--- src/rtl/laser_cover_scorer.sv ---
// Checker that shadows the placement engine's point stream. It scans a snapshot
// bitmap after each DONE_IN and reports how many points the two radius-4 circles cover.
module laser_cover_scorer #(
    parameter int NPTS = 40
) (
    input  logic       CLK,
    input  logic       RST,
    input  logic [3:0] X,
    input  logic [3:0] Y,
    input  logic [3:0] C1X,
    input  logic [3:0] C1Y,
    input  logic [3:0] C2X,
    input  logic [3:0] C2Y,
    input  logic       DONE_IN,
    output logic [6:0] SCORE,
    output logic       SCORE_VALID,
    output logic       BUSY,
    output logic       OVERRUN
);

    localparam logic [6:0] LAST_SAMPLE = 7'(NPTS - 1);

    typedef enum logic {LD_LOAD, LD_WAIT} ld_state_t;
    typedef enum logic [1:0] {SC_IDLE, SC_SCAN, SC_REPORT} sc_state_t;

    function automatic logic [3:0] abs_diff(input logic [3:0] a, input logic [3:0] b);
        return (a >= b) ? (a - b) : (b - a);
    endfunction

    // Squared distance is widened to 9 bits so 15^2 + 15^2 cannot wrap.
    function automatic logic in_circle(input logic [3:0] x, input logic [3:0] y,
                                       input logic [3:0] cx, input logic [3:0] cy);
        logic [8:0] dx;
        logic [8:0] dy;
        logic [8:0] d2;
        dx = {5'b0, abs_diff(x, cx)};
        dy = {5'b0, abs_diff(y, cy)};
        d2 = dx * dx + dy * dy;
        return d2 <= 9'd16;
    endfunction

    ld_state_t    ld_state_q, ld_state_d;
    sc_state_t    sc_state_q, sc_state_d;
    logic [6:0]   cnt_q, cnt_d;
    logic [255:0] loadmap_q, loadmap_d;
    logic [255:0] scanmap_q, scanmap_d;
    logic [3:0]   c1x_q, c1x_d, c1y_q, c1y_d, c2x_q, c2x_d, c2y_q, c2y_d;
    logic [7:0]   idx_q, idx_d;
    logic [6:0]   acc_q, acc_d;
    logic [6:0]   score_q, score_d;
    logic         score_valid_q, score_valid_d;
    logic         overrun_q, overrun_d;
    logic         hit;

    always_comb begin
        ld_state_d    = ld_state_q;
        sc_state_d    = sc_state_q;
        cnt_d         = cnt_q;
        loadmap_d     = loadmap_q;
        scanmap_d     = scanmap_q;
        c1x_d         = c1x_q;
        c1y_d         = c1y_q;
        c2x_d         = c2x_q;
        c2y_d         = c2y_q;
        idx_d         = idx_q;
        acc_d         = acc_q;
        score_d       = score_q;
        score_valid_d = 1'b0;
        overrun_d     = DONE_IN && (sc_state_q != SC_IDLE);

        hit = scanmap_q[idx_q] &
              (in_circle(idx_q[3:0], idx_q[7:4], c1x_q, c1y_q) |
               in_circle(idx_q[3:0], idx_q[7:4], c2x_q, c2y_q));

        // Loader: the DONE_IN cycle itself is not a sample; the next cycle is sample 0.
        if (DONE_IN) begin
            scanmap_d  = loadmap_q;
            loadmap_d  = '0;
            cnt_d      = '0;
            ld_state_d = LD_LOAD;
            c1x_d      = C1X;
            c1y_d      = C1Y;
            c2x_d      = C2X;
            c2y_d      = C2Y;
        end else if (ld_state_q == LD_LOAD) begin
            loadmap_d[{Y, X}] = 1'b1;
            cnt_d             = cnt_q + 7'd1;
            if (cnt_q == LAST_SAMPLE) begin
                ld_state_d = LD_WAIT;
            end
        end

        case (sc_state_q)
            SC_SCAN: begin
                acc_d = acc_q + {6'b0, hit};
                idx_d = idx_q + 8'd1;
                if (idx_q == 8'hFF) begin
                    sc_state_d = SC_REPORT;
                end
            end
            SC_REPORT: begin
                score_d       = acc_q;
                score_valid_d = 1'b1;
                sc_state_d    = SC_IDLE;
            end
            default: ;
        endcase

        // A new DONE_IN always wins: any scan or pending report is dropped.
        if (DONE_IN) begin
            sc_state_d    = SC_SCAN;
            idx_d         = '0;
            acc_d         = '0;
            score_d       = score_q;
            score_valid_d = 1'b0;
        end
    end

    always_ff @(posedge CLK) begin
        if (RST) begin
            ld_state_q    <= LD_LOAD;
            sc_state_q    <= SC_IDLE;
            cnt_q         <= '0;
            loadmap_q     <= '0;
            scanmap_q     <= '0;
            c1x_q         <= '0;
            c1y_q         <= '0;
            c2x_q         <= '0;
            c2y_q         <= '0;
            idx_q         <= '0;
            acc_q         <= '0;
            score_q       <= '0;
            score_valid_q <= 1'b0;
            overrun_q     <= 1'b0;
        end else begin
            ld_state_q    <= ld_state_d;
            sc_state_q    <= sc_state_d;
            cnt_q         <= cnt_d;
            loadmap_q     <= loadmap_d;
            scanmap_q     <= scanmap_d;
            c1x_q         <= c1x_d;
            c1y_q         <= c1y_d;
            c2x_q         <= c2x_d;
            c2y_q         <= c2y_d;
            idx_q         <= idx_d;
            acc_q         <= acc_d;
            score_q       <= score_d;
            score_valid_q <= score_valid_d;
            overrun_q     <= overrun_d;
        end
    end

    assign SCORE       = score_q;
    assign SCORE_VALID = score_valid_q;
    assign BUSY        = (sc_state_q != SC_IDLE);
    assign OVERRUN     = overrun_q;

endmodule

--- config.mk ---
export PLATFORM = sky130hd
export DESIGN_NAME = laser_cover_scorer
export DESIGN_NICKNAME = d
export VERILOG_FILES = /design/src/rtl/laser_cover_scorer.sv
export SDC_FILE = /design/constraint.sdc
export NUM_CORES = 1
export LEC_CHECK = 0
export ABC_AREA = 1
export ABC_CLOCK_PERIOD_IN_PS = 10900
export BUFFER_PORTS_ARGS = -buffer_cell sky130_fd_sc_hd__buf_4
export CAP_MARGIN = 30
export CORE_MARGIN = 2
export CORE_UTILIZATION = 47
export DETAILED_ROUTE_END_ITERATION = 8
export PLACE_DENSITY = 0.61
export SYNTH_ARGS = -nofsm -noshare
export SYNTH_HDL_FRONTEND = slang
export SYNTH_SLANG_ARGS = --single-unit
--- constraint.sdc ---
create_clock -name CLK -period 10.9 [get_ports CLK]
set_clock_uncertainty 0.15 [all_clocks]
set_input_delay 1.09 -clock CLK [delete_from_list [all_inputs] [get_ports CLK]]
set_output_delay 1.09 -clock CLK [all_outputs]
set_load 0.01 [all_outputs]
==> impl_metrics.tcl, run 1 <==
set metrics [dict create \
    setup_total_negative_slack_ns 0 \
    global_placer_s_final_weighted_congestion 0.8596 \
    synth_xor_area_share_pct 0.5937 \
    wl_mm 63.98 \
    detailed_place.area_mm2 0.02446 \
    initialDrtViolationCount 1491 \
    worstRegToRegCells 35 \
    data_arrival_time_at_the_worst_slack_endpoint_ns 8.19 \
    setup.worst_path.end "acc_q[6]" \
    drt_pre_antenna_iters 5 \
    tritoncts "done" \
    max_freq_mhz 127.6 \
    floorplan.io_pins 37 \
    core_area_mm2 0.04986 \
    yosys.cell_count.top_type "nand2_1" \
    drive_above_1_share_pct 6.825 \
    synth_area_leader_cell "dfxtp_1" \
    cts_buffers 58 \
    reg2reg_from "idx_q[2]" \
    finish.utilization_pct 53.18 \
    post_synth_and_or_nand_nor_area_fraction_pct 17.63 \
    post_synthesis_mux_area_share_pct 0 \
    yosysWarnings 0 \
    number_of_enable_type_register_cells_in_the_synthesized_netlist 0 \
    final_area_mm2 0.02652 \
    stdcell_count 3778 \
    critPathMostFrequentCell "inv_1" \
    dominant_synthesized_flop_cell "dfxtp_1" \
    post_synth_num_cell_types 42 \
    timing.critical_path.slowest_stage_cell "fa_1" \
    critical_path_required_ns 11.25 \
    grt.total_usage_pct 24.45 \
    growth_of_design_area_from_synthesis_to_finish_pct 12.35 \
    route.detailed.drc 0 \
    rrSetupSlack_ns 3.06 \
    power.density_cell_area_mw_per_mm2 175.5 \
    postCtsHoldBufs 0 \
    area_of_the_die_mm2 0.05203 \
    grt_pass1_wl_mm 102.8 \
    drv_cap 0 \
    cts-resized-gates 0 \
    grt_start_max_net_pins 161 \
    vdd.ir_drop.worst_uv 123.3 \
    mappedNetlistArea_mm2 0.02360 \
    postLayoutSetupSlackWorst_ns 3.061 \
    routedWlPerCell_um 16.93 \
    place.detailed.instances 3666 \
    grt_antenna_before_repair 0 \
    drtAntennaViolNets 0 \
    fp-row-count 82 \
    async_reset_ff_share_pct 0 \
    worst-path-max-fanout 21 \
    finalHoldWorstSlack_ns 0.2942 \
    dp.final_hpwl_mm 38.34 \
    combinational_family_with_the_most_area_after_synthesis "simple AND/OR/NAND/NOR gates" \
    unrepaired_setup_endpoints_after_global_routing "no" \
    post_synth.cell_area_avg_um2 7.609 \
    synth-seq-area-share_pct 47.67 \
    global_route.overflow_total 0 \
    h-tree-depth 2 \
    final_setup_viols 0 \
    hold_class "reg -> reg" \
    leakage_nw 9.821 \
    criticalPathCategory "reg -> reg" \
    floorplan.initialDensity_pct 47.34 \
    top_area_cell_type_share_of_the_netlist_area_pct 47.67 \
    diodes 0 \
    worstSkewPairLatency_ns 0.63 \
    synth-compound-area-share_pct 15.96 \
    clock_tree.root_cell "clkbuf_16" \
    synthCells 3102 \
    crit_path_start_kind "flip-flop" \
    r2r_end "acc_q[6]" \
    io_buffers 36 \
    vias 19860 \
    cts-root-to-sink-buffers 3 \
    maxSlewHeadroom_pct 29.82 \
    number_of_nets_in_the_final_layout 3180 \
    post-cts-setup-buffers 0 \
    die_width_um 228.1 \
    run_status "finished clean" \
    timing.hold.worst_path_depth 2 \
    synthAdderAreaFrac_pct 6.043 \
    vias_in_the_first_global_route 19220 \
    chipHeight_um 228.1 \
    timing.critical_path.slowest_cell_delay_ns 0.55 \
    worst-slew-pin-transition_ns 1.053 \
    post-layout-total-power_mw 4.653 \
    synth.ff_latch_count 562 \
    post_synth_most_frequent_cells "645 x nand2_1, 562 x dfxtp_1, 535 x inv_1" \
    yosys-top-cells-area "dfxtp_1 48%, nand2_1 10%, inv_1 8.5%, a21oi_1 6.7%, nand3_1 4.3%" \
    sinks_on_clock_net 562 \
    vias_per_cell 5.258 \
    clkTransAtPathRegs_ns 0.06 \
    post-route-period-util_pct 71.92 \
    timing.critical_path.to_type "flip-flop" \
    dp_worst_setup_slack_ns 3.142 \
    timing.final.crit_period_ns 7.839 \
    postSynthNetCount 3225 \
    critical_path.startpoint "idx_q[2]" \
    final_number_of_hold_violating_endpoints 0 \
    final-max-slew-violation-count 0 \
]
## per-layer routing
metal | vias to the layer above | wire [um] | track usage [%]
li1 | 9801 | - | -
met5 | - | 0 | 0
met2 | 515 | 29720 | 40.64
met1 | 9454 | 29160 | 33.07
met3 | 93 | 3547 | 3.288
met4 | 0 | 1553 | 7.516
## cells in the final DEF, fill, tap and decap left out, drive strengths merged, types with 2 or more instances in the layout
cell,synthesis,routed
clkbuf,110,88
and3,2,2
bufinv,0,6
a211oi,3,3
nand4,2,2
a221oi,7,7
or2,3,3
xnor2,7,7
nand3,203,203
xor2,9,9
o211ai,26,26
o21ai,172,172
inv,540,544
buf,73,77
nand2,645,645
o22ai,153,153
fa,30,30
nor4,2,2
o21bai,4,4
nor2,130,130
dfxtp,562,562
a21oi,317,317
clkinv,3,14
ha,66,66
nor3,26,26
a31oi,2,2
## power by group
| group | switching, mW | leakage (nW) | total, mW | internal [mW] |
|---|---|---|---|---|
| Combinational | 0.339 | 4.30 | 0.517 | 0.178 |
| Clock | 0.840 | 0.989 | 2.07 | 1.23 |
| Sequential | 0.00751 | 4.53 | 2.07 | 2.06 |
## final cells by class
cell class,instances,area (um^2)
fill,4781,23350
sequential,562,11260
multi-input combinational,1814,9643
inverter,543,2048
clock buffer,87,1712
tap,672,840.8
timing repair buffer,78,725.7
clock inverter,22,289.0
## worst min path at each step
stage                     slack [ns]              to      startpoint
after floorplan                 0.26  scanmap_q[100]  scanmap_q[100]
after global placement          0.27  scanmap_q[104]  scanmap_q[104]
after detailed placement        0.28  scanmap_q[108]  scanmap_q[108]
after CTS                       0.30  scanmap_q[108]  scanmap_q[108]
after global routing            0.31   loadmap_q[73]   loadmap_q[73]
final                           0.29  scanmap_q[100]  scanmap_q[100]
## flip-flops by register name (all words and copies together), names as in the netlist
name and cells:
sc_state_q 2, SCORE 7, idx_q 8, loadmap_q 256, OVERRUN 1, c1y_q 4, acc_q 7, cnt_q 7
c1x_q 4, scanmap_q 256, SCORE_VALID 1, c2x_q 4, ld_state_q 1, c2y_q 4
## worst max-delay path, delay by kind of cell (launching register included)
family / cells / cell delay (ns)
fa+ha+maj: 9 / 3.31
buf+inv: 10 / 1.12
simple gates: 7 / 1.18
compound gates: 8 / 1.48
flops: 1 / 0.33
xor+xnor: 1 / 0.14
## kinds of logic (layout without fill, tap and decap cells)
group | Yosys count | in the layout
and+or+nand+nor | 1014 | 1014
buffers and inverters | 726 | 730
AOI/OAI and AO/OA | 688 | 688
DFF | 562 | 562
adders and majority gates | 96 | 96
xor gates and xnor gates | 16 | 16
No activity file was read; power rests on OpenSTA's default activity.
==> run 2: changes to the inputs <==
ABC_CLOCK_PERIOD_IN_PS = 7200   (was 10900)
PLACE_DENSITY = 0.64   (was 0.61)
clock period = 7.2 ns   (was 10.9 ns; I/O delays follow)
==> impl_metrics.tcl, run 2 (synthesized netlist as in run 1, its figures left out) <==
set metrics [dict create \
    growth_of_design_area_from_synthesis_to_finish_pct 14.15 \
    dp.final_hpwl_mm 39.19 \
    timing.final.crit_period_ns 6.953 \
    detailed_place.area_mm2 0.02473 \
    vias_per_cell 5.265 \
    worstSkewPairLatency_ns 0.63 \
    critPathMostFrequentCell "inv_2" \
    biggestRegsByFlops "loadmap_q x256, scanmap_q x256, idx_q x8" \
    finish.utilization_pct 54.03 \
    floorplan.io_pins 37 \
    cts-root-to-sink-buffers 3 \
    h-tree-depth 2 \
    final_area_mm2 0.02694 \
    vias_in_the_first_global_route 19420 \
    fp-row-count 82 \
    crit_path_start_kind "flip-flop" \
    routedWlPerCell_um 16.79 \
    vias 20070 \
    hold_class "in -> reg" \
    io_buffers 36 \
    criticalPathCategory "reg -> reg" \
    power.share.switching_pct 25.78 \
    grt_start_max_net_pins 171 \
    grt_antenna_before_repair 0 \
    route.detailed.drc 0 \
    place.detailed.instances 3699 \
    dp_worst_setup_slack_ns -0.2968 \
    global_route.overflow_total 0 \
    drtAntennaViolNets 0 \
    timing.critical_path.slowest_stage_cell "fa_1" \
    worst-slew-pin-transition_ns 1.142 \
    post-layout-total-power_mw 7.054 \
    critical_path_buf_inv_count 14 \
    diodes 0 \
    leakage_nw 10.00 \
    drt_pre_antenna_iters 5 \
    maxSlewHeadroom_pct 23.60 \
    global_placer_s_final_weighted_congestion 0.8733 \
    timing.critical_path.to_type "flip-flop" \
    initialDrtViolationCount 1709 \
    sinks_on_clock_net 562 \
    drv_cap 0 \
    drive_above_1_share_pct 9.204 \
    chipHeight_um 228.1 \
    grt_pass1_wl_mm 102.8 \
    cellInternalPower_mw 5.235 \
    critical_path_required_ns 7.53 \
    power.sequential.fraction_pct 44.3 \
    stdcell_count 3812 \
    worst-path-max-fanout 4 \
    grt.total_usage_pct 24.36 \
    final-max-slew-violation-count 0 \
    cts_buffers 56 \
    final_setup_viols 0 \
    run_status "finished clean" \
    tritoncts "done" \
    power.share.combinational_pct 12.4 \
    power.density_cell_area_mw_per_mm2 261.8 \
    wl_mm 64.00 \
    area_of_the_die_mm2 0.05203 \
    postCtsHoldBufs 0 \
    data_arrival_time_at_the_worst_slack_endpoint_ns 7.28 \
    max_freq_mhz 143.8 \
    clock_tree.root_cell "clkbuf_16" \
    floorplan.initialDensity_pct 47.34 \
    number_of_nets_in_the_final_layout 3219 \
    clkTransAtPathRegs_ns 0.06 \
    postLayoutSetupSlackWorst_ns 0.2474 \
    core_area_mm2 0.04986 \
    power.switching_mw 1.819 \
    final_number_of_hold_violating_endpoints 0 \
    post-route-period-util_pct 96.56 \
    vdd.ir_drop.worst_uv 181.1 \
    mostFrequentLayoutCells "639 x nand2_1, 560 x dfxtp_1, 526 x inv_1" \
    die_width_um 228.1 \
    pwr-share-clk_pct 43.3 \
    mostFrequentLayoutCell "nand2_1" \
    timing.critical_path.slowest_cell_delay_ns 0.51 \
    crit_family "adder cells" \
]
## run 2: power groups by stage
| stage | clock (mW) | sequential, mW | combinational, mW |
|---|---|---|---|
| CTS | 3.10 | 3.13 | 0.838 |
| global placement | 0 | 3.19 | 0.772 |
| global route | 3.22 | 3.13 | 0.986 |
| detailed placement | 0 | 3.20 | 0.810 |
| finish | 3.05 | 3.13 | 0.874 |
| floorplan | 0 | 3.19 | 0.570 |
## run 2: final timing paths
path / start / end / slack, ns / cells after the start
hold reg to reg: scanmap_q[104] / scanmap_q[104] / 0.30 / 2
hold / removal: RST / SCORE_VALID / 0.16 / 2
setup / recovery: idx_q[0] / acc_q[2] / 0.25 / 38
setup reg to reg: idx_q[0] / acc_q[2] / 0.25 / 38
## run 2: worst reg2reg max path: cells and delay by family (launching register included)
kind            cells  cell delay [ns]
compound gates      6             1.11
xor+xnor            1             0.12
fa+ha+maj          10             3.32
buf+inv            14             0.97
flops               1             0.35
simple gates        7             0.80
## run 2: metrics by stage
step                      setup TNS (ns)  hold slack, ns
after floorplan                        0          0.2635
after global placement          -0.07317          0.2743
after detailed placement         -0.5119          0.2801
after CTS                              0          0.1348
after global routing            -0.06246          0.1528
final                                  0          0.1571
## run 2: layout make-up
| cell class | instances | area [um^2] |
|---|---|---|
| multi-input cells | 1814 | 9779 |
| clock inverters | 21 | 280.3 |
| well taps | 672 | 840.8 |
| inverters | 543 | 2048 |
| flip-flops and latches | 562 | 11260 |
| repair buffers | 119 | 1059 |
| fillers | 4761 | 22920 |
| clock buffers | 81 | 1677 |
## run 2: metal layers
layer	part of all wire, %	global-route usage (%)	up-vias
met5	0	0	-
met1	44	31.95	9588
met3	5.8	3.813	119
li1	-	-	9867
met4	2.6	7.312	0
met2	47	41.38	495
## run 2: what timing repair did
item                       4_1_cts  5_1_grt
gates resized for setup         13       39
pin swaps                       12       22
setup buffers                    3        6
setup endpoints to repair        3        4
==> run 3: changes to the inputs <==
ABC_CLOCK_PERIOD_IN_PS = 6200   (was 7200)
CORE_ASPECT_RATIO = 0.75   (was default)
CTS_CLUSTER_DIAMETER = 150   (was default)
clock period = 6.2 ns   (was 7.2 ns; I/O delays follow)
==> impl_metrics.tcl, run 3 (synthesized netlist as in run 1, its figures left out) <==
set metrics [dict create \
    vias_in_the_first_global_route 19430 \
    mostFrequentLayoutCells "637 x nand2_1, 560 x dfxtp_1, 524 x inv_1" \
    hold_class "in -> reg" \
    routedWlPerCell_um 16.99 \
    data_arrival_time_at_the_worst_slack_endpoint_ns 7.13 \
    max_freq_mhz 146.8 \
    floorplan.initialDensity_pct 47.36 \
    critPathMostFrequentCell "inv_2" \
    timing.critical_path.slowest_cell_delay_ns 0.52 \
    power.sequential.fraction_pct 45.6 \
    worstSkewPairLatency_ns 0.58 \
    number_of_nets_in_the_final_layout 3276 \
    clock_tree.root_cell "clkbuf_16" \
    grt_pass1_wl_mm 103.5 \
    die_width_um 262.8 \
    violations_in_the_final_reports "negative setup slack" \
    global_route.overflow_total 0 \
    post-route-period-util_pct 109.8 \
    multi_input_logic_area_mm2 0.009799 \
    power.share.switching_pct 26.08 \
    vdd.ir_drop.worst_uv 194.7 \
    grt.total_usage_pct 24.79 \
    drt_pre_antenna_iters 5 \
    critical_path_buf_inv_count 11 \
    postCtsHoldBufs 0 \
    timing.critical_path.slowest_stage_cell "fa_1" \
    diodes 0 \
    cellInternalPower_mw 5.886 \
    mostFrequentLayoutCell "nand2_1" \
    timing.final.crit_period_ns 6.810 \
    leakage_nw 10.27 \
    run_status "complete, but fails checks" \
    cts-root-to-sink-buffers 3 \
    drive_above_1_share_pct 11.11 \
    final_number_of_hold_violating_endpoints 0 \
    io_buffers 36 \
    criticalPathCategory "reg -> reg" \
    vias_per_cell 5.264 \
    power.share.combinational_pct 13.5 \
    growth_of_design_area_from_synthesis_to_finish_pct 15.41 \
    core_area_mm2 0.04984 \
    drtAntennaViolNets 0 \
    critical_path_required_ns 6.52 \
    final_setup_viols 6 \
    drv_cap 0 \
    wl_mm 65.48 \
    power.switching_mw 2.077 \
    worst-slew-pin-transition_ns 1.125 \
    total_of_fill_cells_in_the_finished_design 4629 \
    sinks_on_clock_net 562 \
    unrepaired_setup_endpoints_after_global_routing "yes" \
    floorplan.io_pins 37 \
    cts_buffers 51 \
    area_of_the_die_mm2 0.05204 \
    pwr-share-clk_pct 40.9 \
    chipHeight_um 198.1 \
    initialDrtViolationCount 1848 \
    dp_worst_setup_slack_ns -0.8842 \
    biggestRegsByFlops "loadmap_q x256, scanmap_q x256, idx_q x8" \
    postLayoutSetupSlackWorst_ns -0.6101 \
    grt_antenna_before_repair 0 \
    timing.critical_path.to_type "flip-flop" \
    vias 20280 \
    worst-path-max-fanout 4 \
    fp-row-count 71 \
    maxSlewHeadroom_pct 24.77 \
    regArea_mm2 0.01126 \
    h-tree-depth 2 \
    crit_path_start_kind "flip-flop" \
    tritoncts "done" \
    final-max-slew-violation-count 0 \
    clkTransAtPathRegs_ns 0.07 \
    route.detailed.drc 0 \
    power.density_cell_area_mw_per_mm2 292.3 \
    grt_start_max_net_pins 141 \
    setup_total_negative_slack_ns -2.763 \
    crit_family "adder cells" \
    dp.final_hpwl_mm 40.36 \
    global_placer_s_final_weighted_congestion 0.8583 \
]
## run 3: changes by cell type in the layout (fill, tap and decap cells not counted), sizes merged
cell / previous run / this run
clkinvlp: 1 / 0
inv: 543 / 544
bufinv: 5 / 2
buf: 117 / 181
clkbuf: 83 / 80
clkinv: 15 / 13
## run 3: final timing paths
kind	startpoint	endpoint	slack, ns	depth (start not counted)
worst min-delay path	RST	SCORE_VALID	0.08	2
worst min register to register	scanmap_q[100]	scanmap_q[100]	0.30	2
worst max register to register	idx_q[0]	acc_q[6]	-0.61	37
worst max-delay path	idx_q[0]	acc_q[6]	-0.61	37
## run 3: worst register-to-register path: cells and delay by family (launching register included)
| kind | cells | cell delay [ns] |
|---|---|---|
| fa+ha+maj | 10 | 3.25 |
| compound gates | 8 | 1.20 |
| simple gates | 7 | 0.97 |
| buf+inv | 11 | 0.64 |
| flops | 1 | 0.35 |
| xor+xnor | 1 | 0.14 |
## run 3: final cells by class
class                           count  share of cell area [%]
Timing Repair Buffer              181                   5.755
Inverter                          543                   7.519
Sequential cell                   562                   41.33
Tap cell                          657                   3.018
Clock inverter                     16                  0.5788
Multi-Input combinational cell   1814                   35.97
Clock buffer                       80                   5.824
## run 3: power groups by stage
stage,Combinational [mW],Sequential (mW),Clock (mW)
global route,1.21,3.63,3.46
floorplan,0.684,3.71,0
global placement,0.971,3.71,0
finish,1.08,3.63,3.26
CTS,1.06,3.63,3.32
detailed placement,1.01,3.71,0
## run 3: per-layer routing
metal / wire length, um / vias up / part of all wire [%] / GRT usage [%]
li1: - / 9981 / - / -
met1: 30620 / 9622 / 47 / 34.50
met2: 29200 / 576 / 45 / 40.41
met3: 4286 / 102 / 6.5 / 3.507
met4: 1371 / 0 / 2.1 / 6.705
met5: 0 / - / 0 / 0
## run 3: timing repair
item	CTS	global route
resized for setup	16	23
setup buffers	16	6
endpoints found under the setup margin	7	7
pin swaps	25	18
## run 3: through the flow
step | instance area, um^2 | util, % | hold WS, ns | total power, mW | cells
final | 27240 | 54.66 | 0.08032 | 7.962 | 3853
after detailed placement | 25190 | 50.54 | 0.2800 | 4.721 | 3733
after floorplan | 23680 | - | 0.2635 | 4.394 | 3102
after global routing | 27240 | 54.66 | 0.06777 | 8.294 | 3853
after CTS | 27100 | 54.37 | 0.05545 | 8.003 | 3845
after global placement | 24940 | 50.04 | 0.2742 | 4.680 | 3720
